$ cat src/rtl/axis_uart_pkg.sv
// axis_uart_pkg: shared state encoding, frame constants and baud divisor helper
// for the sample-to-UART logger.
package axis_uart_pkg;
    localparam int FRAME_BYTES = 3;
    localparam logic [7:0] SYNC_BYTE_DEF = 8'hA5;
    typedef enum logic [2:0] {IDLE, LOAD, START, DATA, STOP} state_t;
    function automatic int clks_per_bit(input int fclk, input int baud);
        return (fclk + baud / 2) / baud;
    endfunction
endpackage

$ cat src/rtl/axis_sample_uart_tx_if.sv
// axis_sample_uart_tx_if: AXI-Stream sample channel between the filter and the UART logger.
interface axis_sample_uart_tx_if #(parameter int DATA_WIDTH = 16);
    logic [DATA_WIDTH-1:0] tdata;
    logic tvalid;
    logic tready;
    modport master (output tdata, tvalid, input tready);
    modport slave (input tdata, tvalid, output tready);
endinterface

$ cat src/rtl/axis_sample_uart_tx_fifo.sv
// sync_fifo: single-clock FIFO with extra-MSB pointers; full/empty/count fall out of the pointer difference.
module sync_fifo #(
    parameter int WIDTH = 16,
    parameter int DEPTH = 16,
    localparam int AW = $clog2(DEPTH)
) (
    input  logic clk,
    input  logic rst_n,
    input  logic push,
    input  logic pop,
    input  logic [WIDTH-1:0] din,
    output logic [WIDTH-1:0] dout,
    output logic full,
    output logic empty,
    output logic [AW:0] count
);
    localparam logic [AW:0] ONE = (AW+1)'(1);
    logic [WIDTH-1:0] mem [DEPTH];
    logic [AW:0] wr_ptr, rd_ptr;
    assign count = wr_ptr - rd_ptr;
    assign empty = wr_ptr == rd_ptr;
    assign full = wr_ptr == {~rd_ptr[AW], rd_ptr[AW-1:0]};
    assign dout = mem[rd_ptr[AW-1:0]];
    always_ff @(posedge clk or negedge rst_n)
        if (!rst_n) begin
            wr_ptr <= '0;
            rd_ptr <= '0;
        end else begin
            if (push && !full) wr_ptr <= wr_ptr + ONE;
            if (pop && !empty) rd_ptr <= rd_ptr + ONE;
        end
    always_ff @(posedge clk)
        if (push && !full) mem[wr_ptr[AW-1:0]] <= din;
endmodule

$ cat src/rtl/axis_sample_uart_tx.sv
// axis_sample_uart_tx: buffers 16-bit samples and sends each as an 8N1 frame
// of SYNC_BYTE, MSB, LSB on tx.
module axis_sample_uart_tx
    import axis_uart_pkg::*;
#(
    parameter int FCLK = 50_000_000,
    parameter int BAUD = 115_200,
    parameter int DATA_WIDTH = 16,
    parameter int FIFO_DEPTH = 16,
    parameter logic [7:0] SYNC_BYTE = SYNC_BYTE_DEF
) (
    input  logic clk,
    input  logic rst_n,
    axis_sample_uart_tx_if.slave s_axis,
    output logic tx,
    output logic busy,
    output logic [7:0] overflow_cnt
);
    localparam int CPB = clks_per_bit(FCLK, BAUD);
    localparam int AW = $clog2(FIFO_DEPTH);
    localparam int BW = $clog2(CPB);
    localparam logic [BW-1:0] ONE = BW'(1);
    localparam logic [BW-1:0] LAST = BW'(CPB - 1);
    localparam logic [BW-1:0] LAST_CHAIN = BW'(CPB - 2);
    localparam logic [1:0] LAST_BYTE = 2'(FRAME_BYTES - 1);
    localparam logic [AW:0] ALMOST = (AW+1)'(FIFO_DEPTH - 1);
    state_t state, state_n;
    logic [BW-1:0] baud, baud_n;
    logic [2:0] bit_idx, bit_idx_n;
    logic [1:0] byte_idx, byte_idx_n;
    logic [DATA_WIDTH-1:0] shadow, shadow_n, fifo_dout;
    logic [7:0] shift, shift_n;
    logic [AW:0] fifo_count;
    logic push, pop, fifo_full, fifo_empty, more;
    assign push = s_axis.tvalid && s_axis.tready;
    assign more = byte_idx != LAST_BYTE || !fifo_empty;
    sync_fifo #(.WIDTH(DATA_WIDTH), .DEPTH(FIFO_DEPTH)) u_fifo (
        .clk(clk), .rst_n(rst_n), .push(push), .pop(pop), .din(s_axis.tdata),
        .dout(fifo_dout), .full(fifo_full), .empty(fifo_empty), .count(fifo_count)
    );
    always_comb begin
        state_n = state;
        baud_n = baud + ONE;
        bit_idx_n = bit_idx;
        byte_idx_n = byte_idx;
        shadow_n = shadow;
        shift_n = shift;
        pop = 1'b0;
        case (state)
            IDLE: if (!fifo_empty) begin
                pop = 1'b1;
                shadow_n = fifo_dout;
                byte_idx_n = '0;
                baud_n = '0;
                state_n = LOAD;
            end
            LOAD: begin
                shift_n = byte_idx == 2'd0 ? SYNC_BYTE : byte_idx == 2'd1 ? shadow[15:8] : shadow[7:0];
                baud_n = '0;
                state_n = START;
            end
            START: if (baud == LAST) begin
                baud_n = '0;
                bit_idx_n = '0;
                state_n = DATA;
            end
            DATA: if (baud == LAST) begin
                baud_n = '0;
                bit_idx_n = bit_idx + 3'd1;
                if (bit_idx == 3'd7) state_n = STOP;
            end
            // A chained byte leaves STOP one cycle early so the LOAD cycle completes the stop bit.
            STOP: if (baud == LAST_CHAIN && more) begin
                baud_n = '0;
                state_n = LOAD;
                byte_idx_n = byte_idx == LAST_BYTE ? 2'd0 : byte_idx + 2'd1;
                pop = byte_idx == LAST_BYTE;
                shadow_n = byte_idx == LAST_BYTE ? fifo_dout : shadow;
            end else if (baud == LAST) begin
                baud_n = '0;
                state_n = IDLE;
            end
            default: state_n = IDLE;
        endcase
    end
    always_ff @(posedge clk or negedge rst_n)
        if (!rst_n) begin
            state <= IDLE;
            baud <= '0;
            bit_idx <= '0;
            byte_idx <= '0;
            shadow <= '0;
            shift <= '0;
            tx <= 1'b1;
            busy <= 1'b0;
            s_axis.tready <= 1'b0;
            overflow_cnt <= '0;
        end else begin
            state <= state_n;
            baud <= baud_n;
            bit_idx <= bit_idx_n;
            byte_idx <= byte_idx_n;
            shadow <= shadow_n;
            shift <= shift_n;
            tx <= state == START ? 1'b0 : state == DATA ? shift[bit_idx] : 1'b1;
            busy <= state != IDLE || !fifo_empty;
            s_axis.tready <= pop || !(fifo_full || (push && fifo_count == ALMOST));
            if (s_axis.tvalid && !s_axis.tready && overflow_cnt != 8'hFF)
                overflow_cnt <= overflow_cnt + 8'd1;
        end
endmodule

$ cat src/flat_wrapper.sv
// flat-port wrapper written by rule: the top's interface ports become plain ports
module axis_sample_uart_tx_flat import axis_uart_pkg::*;
#(
    parameter int FCLK = 50_000_000,
    parameter int BAUD = 115_200,
    parameter int DATA_WIDTH = 16,
    parameter int FIFO_DEPTH = 16,
    parameter logic [7:0] SYNC_BYTE = SYNC_BYTE_DEF
)
  (clk, rst_n, tx, busy, overflow_cnt, s_axis_tdata, s_axis_tvalid, s_axis_tready);
  axis_sample_uart_tx_if #(.DATA_WIDTH(DATA_WIDTH)) s_axis_i ();
  input  logic clk;
  input  logic rst_n;
  output logic tx;
  output logic busy;
  output logic [7:0] overflow_cnt;
  input wire logic [$bits(s_axis_i.tdata)-1:0] s_axis_tdata;
  input wire logic [$bits(s_axis_i.tvalid)-1:0] s_axis_tvalid;
  output wire logic [$bits(s_axis_i.tready)-1:0] s_axis_tready;
  assign s_axis_i.tdata = s_axis_tdata;
  assign s_axis_i.tvalid = s_axis_tvalid;
  assign s_axis_tready = s_axis_i.tready;
  axis_sample_uart_tx #(.FCLK(FCLK), .BAUD(BAUD), .DATA_WIDTH(DATA_WIDTH), .FIFO_DEPTH(FIFO_DEPTH), .SYNC_BYTE(SYNC_BYTE)) u_core (.clk(clk), .rst_n(rst_n), .s_axis(s_axis_i), .tx(tx), .busy(busy), .overflow_cnt(overflow_cnt));
endmodule
$ cat config.mk
export PLATFORM = sky130hd
export DESIGN_NAME = axis_sample_uart_tx_flat
export DESIGN_NICKNAME = d
export VERILOG_FILES = /design/src/rtl/axis_uart_pkg.sv /design/src/rtl/axis_sample_uart_tx_if.sv /design/src/rtl/axis_sample_uart_tx_fifo.sv /design/src/rtl/axis_sample_uart_tx.sv /design/src/flat_wrapper.sv
export SDC_FILE = /design/constraint.sdc
export NUM_CORES = 1
export LEC_CHECK = 0
export ABC_AREA = 1
export BUFFER_PORTS_ARGS = -buffer_cell sky130_fd_sc_hd__buf_2
export CAP_MARGIN = 10
export CORE_MARGIN = 3
export CORE_UTILIZATION = 30
export DETAILED_ROUTE_END_ITERATION = 8
export HOLD_SLACK_MARGIN = 0.02
export MAX_ROUTING_LAYER = met4
export PLACE_DENSITY = 0.56
export REMOVE_ABC_BUFFERS = 1
export SLEW_MARGIN = 10
export SYNTH_ARGS = -nofsm -noshare
export SYNTH_HDL_FRONTEND = slang
export SYNTH_SLANG_ARGS = --single-unit
$ cat constraint.sdc
create_clock -name clk -period 2.9 [get_ports clk]
set_input_delay 0.145 -clock clk [delete_from_list [all_inputs] [get_ports clk]]
set_output_delay 0.145 -clock clk [all_outputs]
set_load 0.03 [all_outputs]
==> flow_summary.ini, run 1 <==
[outcome]
status = completed

[synth]
synth_top_family_by_area = simple AND/OR/NAND/NOR gates
netlist_area_sq_um = 13700
synth_xor_xnor_area_share_pct = 0.897
synth-edff-count = 256
async_flop_share_pct = 19.5
synth_ff_type = edfxtp_1
synth-simple-area-share_pct = 15.9
synth_compound_area_share_pct = 9.64
ys_warn_count = 0
synth_cells = 1257
synth_cell_types = 39
netlist.top_cell.by_area = edfxtp_1
yosys-top-cells-area = edfxtp_1 56%, dfrtp_1 11%, nor2_1 6.6%
muxShareOfSynthArea_pct = 0
synth-seq-cells = 318
avgSynthCellArea_sq_um = 10.9
yosysSeqAreaShare_pct = 67.6
yosysTopAreaCellShare_pct = 56.2
synth-adder-area-share_pct = 1.52

[sta]
setup_viol = 0
fmax_ghz = 0.418
period_needed_ps = 2390
hold_viol = 0
tightest_slew_ps = 661
final.setup_skew_ps = 13.6
whs_ps = 31.3
slew_viol_final = 0
timing.final.crit_share_pct = 82.6
rsz0062_at_grt = false
max_slew_margin_pct = 55.6
setup_tns_ps = 0

[clocking]
clk_latency_ps = 520
cts_sinks = 318
cts-root-buf = clkbuf_16
htreeDepth = 2
cts_buffer_depth = 3
cts.clk_slew.worst_paths_ps = 60
cts_hold_buf = 7
cts_buffers = 36
cts_setup_buffers = 0
cts_tree = done
cts_resized = 0

[placement]
dp_hpwl_um = 18600
gp_congestion = 0.812
port_buffers = 29

[floorplan]
die_w_um = 219
die_h_um = 219
placementRows = 77
dieArea_sq_um = 48200
initial_utilization_pct = 30.6
core_sq_um = 44600
boundaryPins = 30

[setup_path]
cp_num_buf_inv = 3
cp-start-kind = register
end_kind = register
critPathTopFamily = simple AND/OR/NAND/NOR gates
critPathArrivalTime_ps = 2620
cp_cell_sequence = inv_1, ha_1, nand2_1, nor2_1, nand2_1, nand2_1, nor2_1, inv_1, nor2_2, buf_12
crit_top_cell = nand2_1
cp_slowest_cell = dfrtp_4
cp_max_fo = 12
worstSetupPathType = register to register
cpPeakStageDelay_ps = 480
cp_data_required_time_ps = 3130

[pwr]
p_leak_nw = 5.67
clock_power_share_pct = 39.6
p_comb_share_pct = 10.2
vdd_ir_drop_max_v = 0.000332
power_density_nw_per_um2 = 693
swShare_pct = 24.8
power.internal_mw = 8.23
seqPwrFrac_pct = 50.3
p_switching_mw = 2.72
total_power_mw = 11.0

[grt]
busiest_layer = met2
use_met1_pct = 18.1
track_usage_pct = 13.4
grt_antenna_before_repair = 0
grt_pass1_wl_um = 49900
first_global_vias = 8914
met3_usage_pct = 2.22
grt_max_degree = 133
met2_usage_pct = 21.2
grt.overflow.total = 0

[final_layout]
area_growth_pct = 15.7
final_nets = 1334
antenna_cells = 0
drive_above_1_share_pct = 10.6
fill_cells = 4384

[route]
ant_nets = 0
first_pass_iters = 5
drt-initial-drc-count = 775
vias = 9062
drcViolationCount = 0
wl_per_cell_um = 16.3
finalWirelength_um = 31200
viasPerCell = 4.72

[flow_run]
maxCapViolCount = 0

[min_path]
hold_path_class = input port to register
-- cells by family after synthesis --
kind of cell,count (synthesis)
buffers and inverters,142
AND/OR/NAND/NOR,529
XOR/XNOR,14
adder cells (fa/ha/maj),16
flip-flops,318
AO/OA/AOI/OAI,238
-- worst reg2reg max path: stages (launching register included) --
cell	delay (ps)
dfrtp_4	480
inv_1	120
ha_1	260
nand2_1	70
nor2_1	70
nand2_1	90
nand2_1	120
nor2_1	230
inv_1	160
nor2_2	310
buf_12	190
-- through the flow --
stage	utilization, %	setup WS [ps]	instance area, sq um	instances
5_1_grt	35.4	305	15800	1919
4_1_cts	35.4	491	15800	1919
2_1_floorplan	-	-1390	13400	1197
6_report	35.4	505	15800	1919
3_5_place_dp	32.8	498	14600	1846
3_3_place_gp	32.8	551	14600	1846
-- power by group through the flow --
stage | logic [mW] | clock network (mW) | registers (mW)
after global routing | 1.25 | 4.63 | 5.54
after detailed placement | 1.12 | 0 | 5.60
after global placement | 1.11 | 0 | 5.59
after CTS | 1.13 | 4.45 | 5.51
final | 1.11 | 4.33 | 5.51
after floorplan | 0.571 | 0 | 5.63
-- cell usage after synthesis (3+ instances only) --
master / number
clkbuf_1: 33
edfxtp_1: 256
clkinv_1: 4
o21ai_1: 26
o21ai_0: 158
a31oi_1: 5
nand2_1: 208
o221ai_1: 4
nand3_1: 47
xor2_1: 12
buf_4: 5
inv_2: 4
o211ai_1: 36
inv_1: 73
dfrtp_1: 61
nor2_1: 239
ha_1: 15
buf_2: 16
buf_6: 3
a21oi_1: 4
nand4_1: 21
-- flip-flops by register name (all words and copies together), names as in the netlist --
register / count
u_core.bit_idx: 3
u_core.shift: 8
u_core.u_fifo.mem: 256
u_core.shadow: 16
u_core.byte_idx: 2
u_core.state: 3
u_core.s_axis.tready: 1
u_core.u_fifo.rd_ptr: 5
u_core.busy: 1
u_core.u_fifo.wr_ptr: 5
u_core.tx: 1
u_core.baud: 9
u_core.overflow_cnt: 8
-- worst paths after layout --
kind | slack, ps | from | endpoint | depth (start not counted)
setup reg to reg | 510 | u_core.u_fifo.rd_ptr[1] | u_core.u_fifo.mem[7][1] | 10
hold / removal | 30 | s_axis_tdata[3] | u_core.u_fifo.mem[4][3] | 1
hold reg to reg | 480 | u_core.shadow[15] | u_core.shadow[15] | 2
min in group asynchronous | 190 | rst_n | u_core.baud[6] | 3
max in group asynchronous | 2400 | rst_n | u_core.tx | 3
setup / recovery | 510 | u_core.u_fifo.rd_ptr[1] | u_core.u_fifo.mem[7][1] | 10
-- final cells by class --
type	instances	area (sq um)	area share, %
Clock buffer	46	960	6.07
Tap cell	592	741	4.69
Clock inverter	20	156	0.989
Multi-Input combinational cell	797	3850	24.4
Sequential cell	318	9250	58.5
Inverter	82	314	1.99
Timing Repair Buffer	64	538	3.40
-- layer usage --
layer / routed length, um / part of all wire (%)
met1: 14700 / 47
met3: 1430 / 4.6
met2: 14500 / 47
met4: 562 / 1.8
met5: 0 / 0
-- cells in the final DEF (no fill, tap or decap), drive strengths merged, types with 3 or more instances in the layout --
| master | Yosys | final |
|---|---|---|
| a21oi | 4 | 4 |
| a31oi | 5 | 5 |
| buf | 27 | 57 |
| clkbuf | 33 | 46 |
| clkinv | 4 | 19 |
| dfrtp | 61 | 61 |
| dlygate4sd3 | 0 | 7 |
| edfxtp | 256 | 256 |
| ha | 15 | 15 |
| inv | 78 | 79 |
| nand2 | 210 | 210 |
| nand3 | 49 | 49 |
| nand4 | 21 | 21 |
| nor2 | 241 | 241 |
| nor3 | 3 | 3 |
| o211ai | 36 | 36 |
| o21ai | 184 | 184 |
| o221ai | 4 | 4 |
| xor2 | 12 | 12 |
(Power assumes the default switching activity.)
==> run 2, diff against run 1 <==
--- a/config.mk
+++ b/config.mk
@@ -13,7 +13,7 @@
 export DETAILED_ROUTE_END_ITERATION = 8
 export HOLD_SLACK_MARGIN = 0.02
 export MAX_ROUTING_LAYER = met4
-export PLACE_DENSITY = 0.56
+export PLACE_DENSITY = 0.54
 export REMOVE_ABC_BUFFERS = 1
 export SLEW_MARGIN = 10
 export SYNTH_ARGS = -nofsm -noshare
==> constraint.sdc (replaced) <==
create_clock -name clk -period 2.3 [get_ports clk]
set_input_delay 0.115 -clock clk [delete_from_list [all_inputs] [get_ports clk]]
set_output_delay 0.115 -clock clk [all_outputs]
set_load 0.03 [all_outputs]
==> run 2 against run 1 <==
Sequential share of layout area down 1.4 points. Clock-buffer cell count up 3. Cell area up 2.5%. Utilization up 0.88 points.
==> flow_summary.ini, run 2 (synthesis gave the netlist of run 1 again) <==
[outcome]
status = completed

[pwr]
clock_power_share_pct = 39.0
seqPwrFrac_pct = 49.1
power_density_nw_per_um2 = 869
p_switching_mw = 3.52
power.internal_mw = 10.6
swShare_pct = 25.0
p_leak_nw = 5.86
p_comb_share_pct = 11.8
vdd_ir_drop_max_v = 0.000455
total_power_mw = 14.1

[flow_run]
maxCapViolCount = 0

[setup_path]
r2r_end = u_core.u_fifo.mem[11][11]
end_kind = register
worstSetupPathType = register to register
reg2reg_depth = 10
rrSetupSlack_ps = 150
cp_data_required_time_ps = 2540
critPathArrivalTime_ps = 2390
r2r-start = u_core.u_fifo.rd_ptr[1]
cp-start-kind = register
cp_max_fo = 16

[grt]
met3_usage_pct = 2.13
first_global_vias = 9089
busiest_layer = met2
met2_usage_pct = 23.9
grt_pass1_wl_um = 53600
grt_max_degree = 131
grt.overflow.total = 0
grt_antenna_before_repair = 0
use_met1_pct = 19.7
track_usage_pct = 15.0

[final_layout]
drive_above_1_share_pct = 12.9
mostFrequentLayoutCell = edfxtp_1
largest_register_ffs = 256
final_nets = 1364
final_area_sq_um = 16200
layout_common_cells = 256 x edfxtp_1, 223 x nor2_1, 204 x nand2_1
area_growth_pct = 18.5
antenna_cells = 0

[sta]
slew_viol_final = 0
whs_ps = 39.4
timing.final.crit_share_pct = 93.4
hold_viol = 0
setup_viol = 0
period_needed_ps = 2150
max_slew_margin_pct = 53.8
tightest_slew_ps = 692
fmax_ghz = 0.465
setup_slack_ps = 152
final.setup_skew_ps = 24.6

[route]
finalWirelength_um = 34800
vias = 9333
wl_per_cell_um = 17.9
viasPerCell = 4.79
ant_nets = 0
drt-initial-drc-count = 793
first_pass_iters = 5
drcViolationCount = 0

[clocking]
cts_tree = done
cts_buffer_depth = 3
cts-root-buf = clkbuf_16
cts.clk_slew.worst_paths_ps = 60
cts_sinks = 318
clk_latency_ps = 540
htreeDepth = 2
cts_buffers = 36

[floorplan]
dieArea_sq_um = 48200
core_sq_um = 44600
die_w_um = 219
initial_utilization_pct = 30.6
boundaryPins = 30
die_h_um = 219
placementRows = 77

[placement]
dp_hpwl_um = 22100
place_area_sq_um = 14900
pre_cts_slack_ps = -65.7
gp_congestion = 0.813
port_buffers = 29

[min_path]
hold_path_class = input port to asynchronous set/reset pin
## run 2: cell count changes in the layout (fill, tap and decap cells not counted), moves of 3 or more
cell / previous run / this run
inv_6: 3 / 0
buf_12: 9 / 17
nand2_1: 208 / 204
buf_4: 19 / 38
clkinv_2: 10 / 7
nand2_2: 0 / 3
clkbuf_8: 0 / 3
buf_6: 0 / 3
## run 2: per-stage QoR
stage | instances | util (%) | setup TNS [ps]
finish | 1948 | 36.3 | 0
global placement | 1875 | 33.5 | -516
floorplan | 1197 | - | -556870
CTS | 1946 | 36.2 | 0
global route | 1948 | 36.3 | -20.7
detailed placement | 1875 | 33.5 | -1030
## run 2: worst max-delay path, cell delays in order (launching register included)
cell and delay (ps):
dfrtp_4 490, inv_1 120, ha_1 250, nand2_1 80
nor2_2 50, nand2_1 90, nand2_2 100, nor2_2 150
inv_1 140, nor2_2 170, buf_12 190
## run 2: worst max-delay path by stage
stage / startpoint / slack (ps) / end
6_report: u_core.u_fifo.rd_ptr[1] / 150 / u_core.u_fifo.mem[11][11]
5_1_grt: u_core.u_fifo.rd_ptr[1] / -4 / u_core.u_fifo.mem[2][2]
4_1_cts: u_core.u_fifo.rd_ptr[1] / 9 / u_core.u_fifo.mem[1][14]
3_5_place_dp: u_core.u_fifo.rd_ptr[1] / -70 / u_core.u_fifo.mem[1][6]
3_3_place_gp: u_core.u_fifo.rd_ptr[1] / -30 / u_core.u_fifo.mem[1][11]
2_1_floorplan: u_core.u_fifo.rd_ptr[1] / -1990 / u_core.u_fifo.mem[11][0]
## run 2: metal layers
layer | up-vias | routed length [um]
met2 | 237 | 16600
li1 | 4487 | -
met5 | - | 0
met1 | 4543 | 15600
met4 | 0 | 1070
met3 | 66 | 1610
## run 2: power by group through the flow
| stage | logic (mW) | clock network [mW] | registers (mW) |
|---|---|---|---|
| 6_report | 1.66 | 5.49 | 6.92 |
| 5_1_grt | 1.83 | 5.85 | 6.96 |
| 4_1_cts | 1.62 | 5.63 | 6.92 |
| 3_5_place_dp | 1.58 | 0 | 7.03 |
| 3_3_place_gp | 1.56 | 0 | 7.02 |
| 2_1_floorplan | 0.720 | 0 | 7.10 |
## run 2: what timing repair did
item	4_1_cts	5_1_grt
pin swaps	0	0
hold buffers	6	1
buffers inserted	0	1
hold endpoints to repair	108	1
gates resized for setup	4	16
gates cloned	0	0
endpoints found under the setup margin	34	274
## run 2: area by class of cell
cell class | instances | area, sq um
Clock inverter | 16 | 110
Multi-Input combinational cell | 797 | 3890
Timing Repair Buffer | 94 | 875
Clock buffer | 49 | 1020
Fill cell | 4406 | 28400
Tap cell | 592 | 741
Sequential cell | 318 | 9250
Inverter | 82 | 317
